--- src/rtl/cpsd_pkg.sv ---
// rtl/cpsd_pkg.sv - shared constants, width helper and symbol-entry layout for the CPSD symbol mapper
package cpsd_pkg;

  localparam int DATA_WIDTH_DEF = 16;
  localparam int L_DEF          = 6;
  localparam int IDX_W_DEF      = 8;
  localparam int DEPTH_DEF      = 4;
  localparam int CNT_W_DEF      = 16;

  // FIFO entry layout is {idx, clamped}: clamp flag in bit 0, index above it
  localparam int ENTRY_CLAMP_BIT = 0;
  localparam int ENTRY_IDX_LSB   = 1;

  // Smallest w with 2**w >= n (returns 0 for n <= 1)
  function automatic int clog2w(input int n);
    int w;
    w = 0;
    for (int i = 0; i < 31; i++) begin
      if ((1 << i) < n) w = i + 1;
    end
    return w;
  endfunction

  function automatic int entry_w(input int idx_w);
    return idx_w + 1;
  endfunction

endpackage

--- src/rtl/cpsd_sync_fifo.sv ---
// rtl/cpsd_sync_fifo.sv - synchronous FIFO with wrap-bit pointers for buffered symbol entries
module cpsd_sync_fifo
  import cpsd_pkg::*;
#(
  parameter int WIDTH = 9,
  parameter int DEPTH = 4
) (
  input  logic                      clk,
  input  logic                      rst,
  input  logic                      push,
  input  logic                      pop,
  input  logic [WIDTH-1:0]          wdata,
  output logic [WIDTH-1:0]          rdata,
  output logic                      full,
  output logic                      empty,
  output logic [clog2w(DEPTH):0]    count
);

  localparam int AW = clog2w(DEPTH);

  logic [WIDTH-1:0] mem [DEPTH];
  logic [AW:0]      wptr;
  logic [AW:0]      rptr;
  logic             wr_en;
  logic             rd_en;

  // A push into a full FIFO is only legal when the head leaves in the same cycle
  assign wr_en = push && (!full || pop);
  assign rd_en = pop && !empty;

  // Same low bits with differing wrap bits means the writer has lapped the reader
  assign full  = (wptr[AW] != rptr[AW]) && (wptr[AW-1:0] == rptr[AW-1:0]);
  assign empty = (wptr == rptr);
  assign count = wptr - rptr;
  assign rdata = mem[rptr[AW-1:0]];

  // Storage is not reset; validity is tracked by the pointers alone
  always_ff @(posedge clk) begin
    if (wr_en) mem[wptr[AW-1:0]] <= wdata;
  end

  // Pointer update; pointers wrap naturally through the extra MSB
  always_ff @(posedge clk or posedge rst) begin
    if (rst) begin
      wptr <= '0;
      rptr <= '0;
    end else begin
      if (wr_en) wptr <= wptr + 1'b1;
      if (rd_en) rptr <= rptr + 1'b1;
    end
  end

endmodule

--- src/rtl/cpsd_symbol_mapper.sv ---
// rtl/cpsd_symbol_mapper.sv - clamps quantized (vqx,vqy) pairs, maps to idx=vqx*L+vqy, buffers symbols; option macro CPSD_SYMBOL_MAPPER_CLAMP_CNT_EN
module cpsd_symbol_mapper
  import cpsd_pkg::*;
#(
  parameter int DATA_WIDTH = DATA_WIDTH_DEF,
  parameter int L          = L_DEF,
  parameter int IDX_W      = IDX_W_DEF,
  parameter int DEPTH      = DEPTH_DEF,
  parameter int CNT_W      = CNT_W_DEF
) (
  input  logic                  clk,
  input  logic                  rst,
  input  logic                  en,
  input  logic                  in_valid,
  output logic                  in_ready,
  input  logic [DATA_WIDTH-1:0] vqx,
  input  logic [DATA_WIDTH-1:0] vqy,
  output logic                  out_valid,
  input  logic                  out_ready,
  output logic [IDX_W-1:0]      out_idx,
  output logic                  out_clamped,
  output logic [CNT_W-1:0]      sym_count,
  output logic [CNT_W-1:0]      clamp_count
);

  localparam int AW = clog2w(DEPTH);
  localparam int EW = entry_w(IDX_W);
  localparam logic signed [DATA_WIDTH-1:0] LMAX = DATA_WIDTH'(L - 1);

  logic [IDX_W-1:0] cx;
  logic [IDX_W-1:0] cy;
  logic             clx;
  logic             cly;
  logic [IDX_W-1:0] idx_c;
  logic             clamp_c;

  logic             s1_valid;
  logic [IDX_W-1:0] s1_idx;
  logic             s1_clamped;

  logic             accept;
  logic             push;
  logic             pop;
  logic [EW-1:0]    head;
  logic             fifo_full;
  logic             fifo_empty;
  logic [AW:0]      fifo_count;

  // Signed clamp of each component into 0..L-1, then flatten the pair to one index
  always_comb begin
    cx  = '0;
    cy  = '0;
    clx = 1'b0;
    cly = 1'b0;
    if (vqx[DATA_WIDTH-1]) begin
      clx = 1'b1;
    end else if ($signed(vqx) > LMAX) begin
      cx  = IDX_W'(L - 1);
      clx = 1'b1;
    end else begin
      cx  = IDX_W'(vqx);
    end
    if (vqy[DATA_WIDTH-1]) begin
      cly = 1'b1;
    end else if ($signed(vqy) > LMAX) begin
      cy  = IDX_W'(L - 1);
      cly = 1'b1;
    end else begin
      cy  = IDX_W'(vqy);
    end
    idx_c   = IDX_W'(32'(cx) * 32'(L) + 32'(cy));
    clamp_c = clx | cly;
  end

  // Capacity counts the in-flight stage register so a FIFO write can never overflow
  assign in_ready  = !rst && en && !fifo_full &&
                     ((32'(fifo_count) + 32'(s1_valid)) < 32'(DEPTH));
  assign accept    = in_valid && in_ready;
  assign push      = s1_valid && en;
  assign out_valid = !rst && en && !fifo_empty;
  assign pop       = out_valid && out_ready;

  assign out_idx     = fifo_empty ? '0   : head[ENTRY_IDX_LSB +: IDX_W];
  assign out_clamped = fifo_empty ? 1'b0 : head[ENTRY_CLAMP_BIT];

  // Stage 1 holds one mapped symbol; a new accept may overwrite it in the same cycle it drains
  always_ff @(posedge clk or posedge rst) begin
    if (rst) begin
      s1_valid   <= 1'b0;
      s1_idx     <= '0;
      s1_clamped <= 1'b0;
    end else if (en) begin
      if (accept) begin
        s1_valid   <= 1'b1;
        s1_idx     <= idx_c;
        s1_clamped <= clamp_c;
      end else if (push) begin
        s1_valid   <= 1'b0;
      end
    end
  end

  cpsd_sync_fifo #(
    .WIDTH (EW),
    .DEPTH (DEPTH)
  ) u_fifo (
    .clk   (clk),
    .rst   (rst),
    .push  (push),
    .pop   (pop),
    .wdata ({s1_idx, s1_clamped}),
    .rdata (head),
    .full  (fifo_full),
    .empty (fifo_empty),
    .count (fifo_count)
  );

  // Emitted-symbol counter, wraps modulo 2**CNT_W
  always_ff @(posedge clk or posedge rst) begin
    if (rst) begin
      sym_count <= '0;
    end else if (pop) begin
      sym_count <= sym_count + CNT_W'(1);
    end
  end

`ifdef CPSD_SYMBOL_MAPPER_CLAMP_CNT_EN
  logic [CNT_W-1:0] clamp_cnt_q;

  // Clamp-event counter, counted at accept time and saturating at all-ones
  always_ff @(posedge clk or posedge rst) begin
    if (rst) begin
      clamp_cnt_q <= '0;
    end else if (accept && clamp_c && (clamp_cnt_q != '1)) begin
      clamp_cnt_q <= clamp_cnt_q + CNT_W'(1);
    end
  end

  assign clamp_count = clamp_cnt_q;
`else
  assign clamp_count = '0;
`endif

endmodule
--- config.mk ---
export PLATFORM = sky130hd
export DESIGN_NAME = cpsd_symbol_mapper
export DESIGN_NICKNAME = d
export VERILOG_FILES = /design/src/rtl/cpsd_pkg.sv /design/src/rtl/cpsd_sync_fifo.sv /design/src/rtl/cpsd_symbol_mapper.sv
export SDC_FILE = /design/constraint.sdc
export NUM_CORES = 1
export LEC_CHECK = 0
export ABC_AREA = 1
export CAP_MARGIN = 20
export CORE_MARGIN = 5
export CORE_UTILIZATION = 45
export CTS_CLUSTER_DIAMETER = 200
export DETAILED_ROUTE_END_ITERATION = 8
export GPL_ROUTABILITY_DRIVEN = 0
export GPL_TIMING_DRIVEN = 0
export PLACE_DENSITY = 0.7
export SYNTH_ARGS = -nofsm -noshare
export SYNTH_HDL_FRONTEND = slang
export SYNTH_SLANG_ARGS = --single-unit
--- constraint.sdc ---
create_clock -name clk -period 2.34 [get_ports clk]
set_input_delay 0.468 -clock clk [delete_from_list [all_inputs] [get_ports clk]]
set_output_delay 0.468 -clock clk [all_outputs]
set_load 0.1 [all_outputs]
==> results by group, run 1 <==
Yosys
  – Synth Warn #: 0
  – Synth Area in Simple Gates: 25.1%
  – Mapped Area: 3840 um^2
  – Avg Synthesized Cell Area: 8.52 um^2
  – Synth top area cells: edfxtp_1 (28%), dfrtp_1 (21%), nand2_1 (11%), nor2_1 (7.7%), ha_1 (5.5%)
  – Synth Instances: 451
  – Largest family of logic cells by synthesized area: simple AND/OR/NAND/NOR gates
  – Yosys reg bits: 68
  – Adder-cell share of the synthesized area: 6.58%
  – Multiplexer share of the synthesized area: 0%
  – XOR/XNOR Fraction of Synth Area: 4.07%
  – Synth Area in Compound Gates: 6.02%
  – Synth cell types: 33
  – Register area share after synthesis: 49.0%
  – Top-area cell type share of the netlist area: 28.1%
  – Synth area leader: edfxtp_1

Setup path
  – CP max FO: 2
  – Critical R2R Launch: u_fifo.rptr[1]$_DFFE_PP0P_
  – Crit-path cells: inv_2 -> ha_4 -> inv_2 -> fa_1 -> nand2_1 -> nand2_1 -> nor2_2 -> nand2_2 -> clkinvlp_4 -> buf_12
  – Worst R2R End: u_fifo.mem[0][8]$_DFFE_PP_
  – Slowest stage cell, crit path: fa_1
  – Kind of critical path: reg2out
  – Worst reg-to-reg path cell count: 10
  – Required @ worst endpoint: 1870 ps
  – Setup crit end kind: output port
  – Arrival @ worst endpoint: 2030 ps
  – R2R Setup Slk: 100 ps
  – CP Launch Type: flop
  – Crit path largest cell delay: 460 ps
  – Beginning of the critical path: u_fifo.wptr[0]$_DFFE_PP0P_
  – Worst setup path end: in_ready

Clock tree
  – Clock Pin Slew Worst Setup and Hold Paths: 70 ps
  – Root Buffer: clkbuf_8
  – H-tree levels: 3
  – Max clock buf depth: 2
  – Skew-Pair Late Insertion Delay: 330 ps
  – CTS Buf Count: 9
  – CTS sink count: 68
  – Hold buffer count at CTS: 0
  – CTS tree: yes

Die
  – IO Pins: 80
  – Die H: 102 um
  – Starting density of the core: 46.5%
  – Die ar.: 10500 um^2
  – Die width: 102 um
  – Rows: 33
  – Core area: 8260 um^2

Route
  – Vias: 3242
  – DRT Pass-1 Iters: 4
  – Residual DRC count: 0
  – Number of DRC violations after detailed-routing iteration 0: 114
  – WL/cell: 13.9 um
  – Vias per inst: 4.79
  – DRT Wirelength: 9410 um
  – Routed Antenna Nets: 0

STA
  – Hold Slack: 517 ps
  – Final hold violation count: 0
  – RSZ-0062 raised after global routing: true
  – Worst Slack Setup Final: -160 ps
  – Max Slew Vio Count: 0
  – Final Skew: 7.87 ps
  – Final setup viols: 2
  – Slew margin rel.: 36.0%
  – Fmax: 400 MHz
  – Min Tclk post-route: 2500 ps
  – Worst-margin pin slew: 964 ps
  – Fin Setup TNS: -172 ps
  – Final worst path period share: 107%

Power and ir drop
  – Total power: 7500 uW
  – Cell Pwr Density: 1350 nW/um^2
  – Pleak: 0.00250 uW
  – VDD IR max: 0.648 mV

Global routing
  – Largest net degree at the start of global routing: 20
  – First-pass GRT wire length: 15000 um
  – Initial antenna violation count: 0
  – All-Layer GR Usage: 18.4%
  – Remaining Overflow, GRT: 0
  – Vias in the first global route: 3248

Cells and area
  – Final #Nets: 623
  – P&R area growth vs syn: 44.3%
  – Fin area: 5540 um^2
  – Ratio of cells with drive above 1 in the final layout: 26.7%
  – Inserted Diodes: 0

Placed design
  – PortBufs: 63
  – Area after DPL: 4940 um^2
  – DP Wirelength: 6510 um
  – Pre-CTS setup slack: -963 ps

Job
  – Max Cap Violations: 0

Min path
  – Hold Crit Class: reg2reg

Status
  – Failing checks: setup timing
  – Outcome: complete, but fails checks
[routing by layer]
metal / global-route usage (%) / share of wire [%]
met4: 8.17 / 1.5
met1: 22.8 / 40
met3: 2.05 / 5.1
met5: 0 / 0
met2: 32.2 / 53
[worst max-delay path: cells and delay by family (launching register included)]
family | cells | cell delay [ps]
adder cells (fa/ha/maj) | 2 | 590
flip-flops | 1 | 410
buffers and inverters | 4 | 370
AND/OR/NAND/NOR | 4 | 340
[stage by stage]
stage / instances / util (%)
floorplan: 472 / -
global placement: 640 / 59.4
CTS: 666 / 65.3
global route: 677 / 67.1
detailed placement: 641 / 59.8
finish: 677 / 67.1
[worst min path at each step]
stage                                     startpoint                         end  slack [ps]  depth (start not counted)
after floorplan               s1_clamped$_DFFE_PP0P_  u_fifo.mem[0][0]$_DFFE_PP_         480                          0
after global placement    u_fifo.rptr[2]$_DFFE_PP0P_  u_fifo.rptr[2]$_DFFE_PP0P_         500                          1
after detailed placement    sym_count[3]$_DFFE_PP0P_    sym_count[3]$_DFFE_PP0P_         510                          1
after CTS                   sym_count[3]$_DFFE_PP0P_    sym_count[3]$_DFFE_PP0P_         520                          1
after global routing      u_fifo.rptr[2]$_DFFE_PP0P_  u_fifo.rptr[2]$_DFFE_PP0P_         550                          1
final                       sym_count[3]$_DFFE_PP0P_    sym_count[3]$_DFFE_PP0P_         520                          1
[state kept, by name, summed over array words and instances, names as in the netlist]
signal,cells
u_fifo.wptr,3
s1_clamped,1
sym_count,16
u_fifo.rptr,3
s1_idx,8
s1_valid,1
u_fifo.mem,36
[placed cells by master, fill, tap and decap left out, types with 3 or more instances in the layout]
master           synthesis  layout
clkbuf_2                 0      10
clkbuf_1                 3       3
nor2_1                  79      72
ha_1                    17      11
a21oi_4                  0       9
inv_1                   41      32
nand3_1                 15      12
nand2_1                117     110
clkinv_2                 0       3
dlygate4sd2_1            0      16
clkdlybuf4s15_1          0       4
nor2_4                   2       8
nand4_1                  5       5
edfxtp_1                36      36
buf_12                   0      13
o21ai_0                 28      18
o21ai_2                  3      12
nand2_2                  3       8
buf_4                   16      35
buf_6                    3       5
clkbuf_8                 0       9
xnor2_1                  8       6
nand3_2                  1       4
ha_4                     0       6
dfrtp_1                 32      30
clkdlybuf4s50_1          0      22
inv_2                    2       8
conb_1                   1      22
o21ai_1                  2       3
xor2_1                   8       8
[Yosys cell counts, drive strengths merged]
cell and count:
nand2 120, nor2 82, inv 43, edfxtp 36, o21ai 33, dfrtp 32, buf 22, ha 17
nand3 17, a21oi 11, xor2 9, xnor2 8, nand4 5, clkbuf 3, clkinv 3, and2 2
fa 2, nand3b 2, conb 1, nor3 1, nor3b 1, or2 1
[final cells by class]
class,count,area [um^2]
fill,649,2710
multi-input combinational,333,2030
sequential,68,1880
timing repair buffer,84,877
buffer,24,209
inverter,46,195
clock buffer,11,131
tap,105,131
clock inverter,5,77.6
timing repair inverter,1,11.3
[logic make-up (layout without fill, tap and decap cells)]
kind of cell / after synthesis / in the layout
simple gates: 231 / 231
buf+inv: 71 / 171
flops: 68 / 68
compound gates: 44 / 44
fa+ha+maj: 19 / 19
xor+xnor: 17 / 17
other cells: 1 / 22
[power by group]
part           internal (uW)  leakage [uW]  switching, uW  total, uW
clock network            597      0.000103            424       1020
logic                   1540       0.00165           3110       4650
registers               1550      0.000742            265       1820
[what timing repair did]
item                                    4_1_cts  5_1_grt
endpoints found under the setup margin       67       46
buffers inserted                              9       11
gates cloned                                  0        1
resized for setup                           170       46
pin swaps                                    27       29
No activity file was read; power rests on OpenSTA's default activity.
==> run 2, diff against run 1 <==
- MAX_ROUTING_LAYER: unset -> met4
- SLEW_MARGIN: unset -> 20
==> results by group, run 2 (same netlist as run 1, synthesis figures left out) <==
Status
  – Outcome: complete, but fails checks
  – Failing checks: setup timing

Global routing
  – Remaining Overflow, GRT: 0 (unchanged)
  – Initial antenna violation count: 0 (unchanged)
  – All-Layer GR Usage: 18.6% (+0.23 points)
  – First-pass GRT wire length: 14600 um (-2.5%)
  – Largest net degree at the start of global routing: 33 (+65%)
  – Vias in the first global route: 3166 (-2.5%)

Die
  – Die H: 102 um (unchanged)
  – Rows: 33 (unchanged)
  – IO Pins: 80 (unchanged)
  – Die ar.: 10500 um^2 (unchanged)
  – Die width: 102 um (unchanged)
  – Starting density of the core: 46.5% (unchanged)
  – Core area: 8260 um^2 (unchanged)

Setup path
  – Crit path largest cell delay: 430 ps (-30 ps)
  – CP Launch Type: flop
  – Critical R2R Launch: u_fifo.rptr[1]$_DFFE_PP0P_
  – Kind of critical path: reg2out
  – Crit-path cells: inv_2 -> ha_4 -> inv_2 -> fa_1 -> nand2_1 -> nand2_1 -> nor2_2 -> nand2_2 -> clkinvlp_4 -> buf_12
  – Setup crit end kind: output port
  – Required @ worst endpoint: 1870 ps (about the same)
  – CP Buf/Inv Count: 4 (unchanged)
  – Slowest stage cell, crit path: fa_1
  – Beginning of the critical path: u_fifo.wptr[0]$_DFFE_PP0P_
  – CP delay by family, top: adder cells
  – Arrival @ worst endpoint: 2020 ps (about the same)
  – CP max FO: 2 (unchanged)

Clock tree
  – Clock Pin Slew Worst Setup and Hold Paths: 70 ps (about the same)
  – CTS sink count: 68 (unchanged)
  – Root Buffer: clkbuf_8
  – H-tree levels: 3 (unchanged)
  – CTS tree: yes
  – Max clock buf depth: 2 (unchanged)
  – Hold buffer count at CTS: 0 (unchanged)
  – Skew-Pair Late Insertion Delay: 340 ps (about the same)
  – CTS Buf Count: 9 (unchanged)

Power and ir drop
  – VDD IR max: 0.709 mV (+9.5%)
  – Total power: 7370 uW (-1.7%)
  – Pleak: 0.00242 uW (-3.0%)
  – Cell Pwr Density: 1370 nW/um^2 (+1.5%)

Route
  – Vias: 3187 (-1.7%)
  – Routed Antenna Nets: 0 (unchanged)
  – Number of DRC violations after detailed-routing iteration 0: 137 (+20%)
  – DRT Pass-1 Iters: 4 (unchanged)
  – WL/cell: 13.7 um (-1.7%)
  – DRT Wirelength: 9120 um (-3.0%)
  – Residual DRC count: 0 (unchanged)
  – Vias per inst: 4.77 (-0.37%)

Cells and area
  – Most frequent cells in the layout: nand2_1 (111), nor2_1 (71), edfxtp_1 (36), dfrtp_1 (32), inv_1 (29)
  – Ratio of cells with drive above 1 in the final layout: 25.2% (-1.5 points)
  – Inserted Diodes: 0 (unchanged)
  – Finished Core Util: 65.0% (-2.1 points)
  – Commonest non-fill, non-tap cell in the layout: nand2_1
  – Fin area: 5370 um^2 (-3.1%)
  – Max FFs per register: 36 (unchanged)
  – P&R area growth vs syn: 39.8%
  – Fillers: 688 (+6.0%)
  – Final #Nets: 614 (-1.4%)

STA
  – RSZ-0062 raised after global routing: true
  – Slew margin rel.: 36.1% (+0.077 points)
  – Final setup viols: 1 (-1)
  – Final Skew: 12.1 ps (+4.23 ps)
  – Final hold violation count: 0 (unchanged)
  – Max Slew Vio Count: 0 (unchanged)
  – Min Tclk post-route: 2490 ps (-12.5 ps)
  – Worst Slack Setup Final: -148 ps (+12.5 ps)
  – Worst-margin pin slew: 963 ps (-1.16 ps)
  – Fmax: 402 MHz (+0.50%)
  – Final worst path period share: 106% (-0.53 points)

Placed design
  – DP Wirelength: 6470 um (-0.57%)
  – PortBufs: 63 (unchanged)
  – Area after DPL: 4910 um^2 (-0.56%)

Min path
  – Hold Crit Class: reg2reg
  – Hold_sp: u_fifo.rptr[2]$_DFFE_PP0P_

Job
  – Max Cap Violations: 0 (unchanged)
## run 2: cell types whose count changed in the layout (fill, tap and decap cells not counted), moves of 3 or more
cell,previous run,this run
o21ai_2,12,5
inv_1,32,29
inv_2,8,11
o21ai_1,3,11
buf_4,35,28
clkdlybuf4s15_1,4,0
clkbuf_2,10,14
## run 2: worst paths after layout
path / to / slack, ps / cells past startpoint
max: in_ready / -150 / 10
min: u_fifo.rptr[2]$_DFFE_PP0P_ / 530 / 1
max reg2reg: u_fifo.mem[3][8]$_DFFE_PP_ / 150 / 10
min reg2reg: u_fifo.rptr[2]$_DFFE_PP0P_ / 530 / 1
max in group asynchronous: sym_count[6]$_DFFE_PP0P_ / 1170 / 2
min in group asynchronous: sym_count[2]$_DFFE_PP0P_ / 720 / 2
## run 2: metrics by stage
stage / hold WS [ps] / TNS, ps / worst slack (ps) / cells
final: 525 / -148 / -148 / 668
after detailed placement: 512 / -26770 / -974 / 640
after global placement: 503 / -25220 / -937 / 640
after CTS: 522 / -1090 / -190 / 664
after global routing: 542 / -513 / -266 / 668
after floorplan: 476 / -144 / -139 / 472
## run 2: area by class of cell
class                      instances  area [um^2]  area share (%)
multi-input combinational        333         2010            37.3
sequential                        68         1880            35.0
timing repair buffer              76          763            14.2
inverter                          46          201            3.75
buffer                            23          191            3.56
clock buffer                      11          131            2.45
tap                              105          131            2.45
clock inverter                     5         52.6           0.979
timing repair inverter             1         11.3           0.210
## run 2: routing by layer
metal	part of all wire [%]	GRT usage [%]	up-vias
met5	0	-	-
met4	1.3	7.97	0
li1	-	-	1619
met2	54	31.9	71
met3	3.9	2.05	7
met1	41	22.1	1490
## run 2: report_power, final
group	internal, uW	leakage [uW]	switching, uW	total [uW]
sequential	1550	0.000744	250	1800
combinational	1550	0.00159	3110	4660
clock	487	0.0000931	426	913
## run 2: repair_timing
item | 4_1_cts | 5_1_grt
buffers inserted | 8 | 5
pin swaps | 30 | 25
cloned | 0 | 1
resized for setup | 167 | 52
endpoints found under the setup margin | 67 | 50
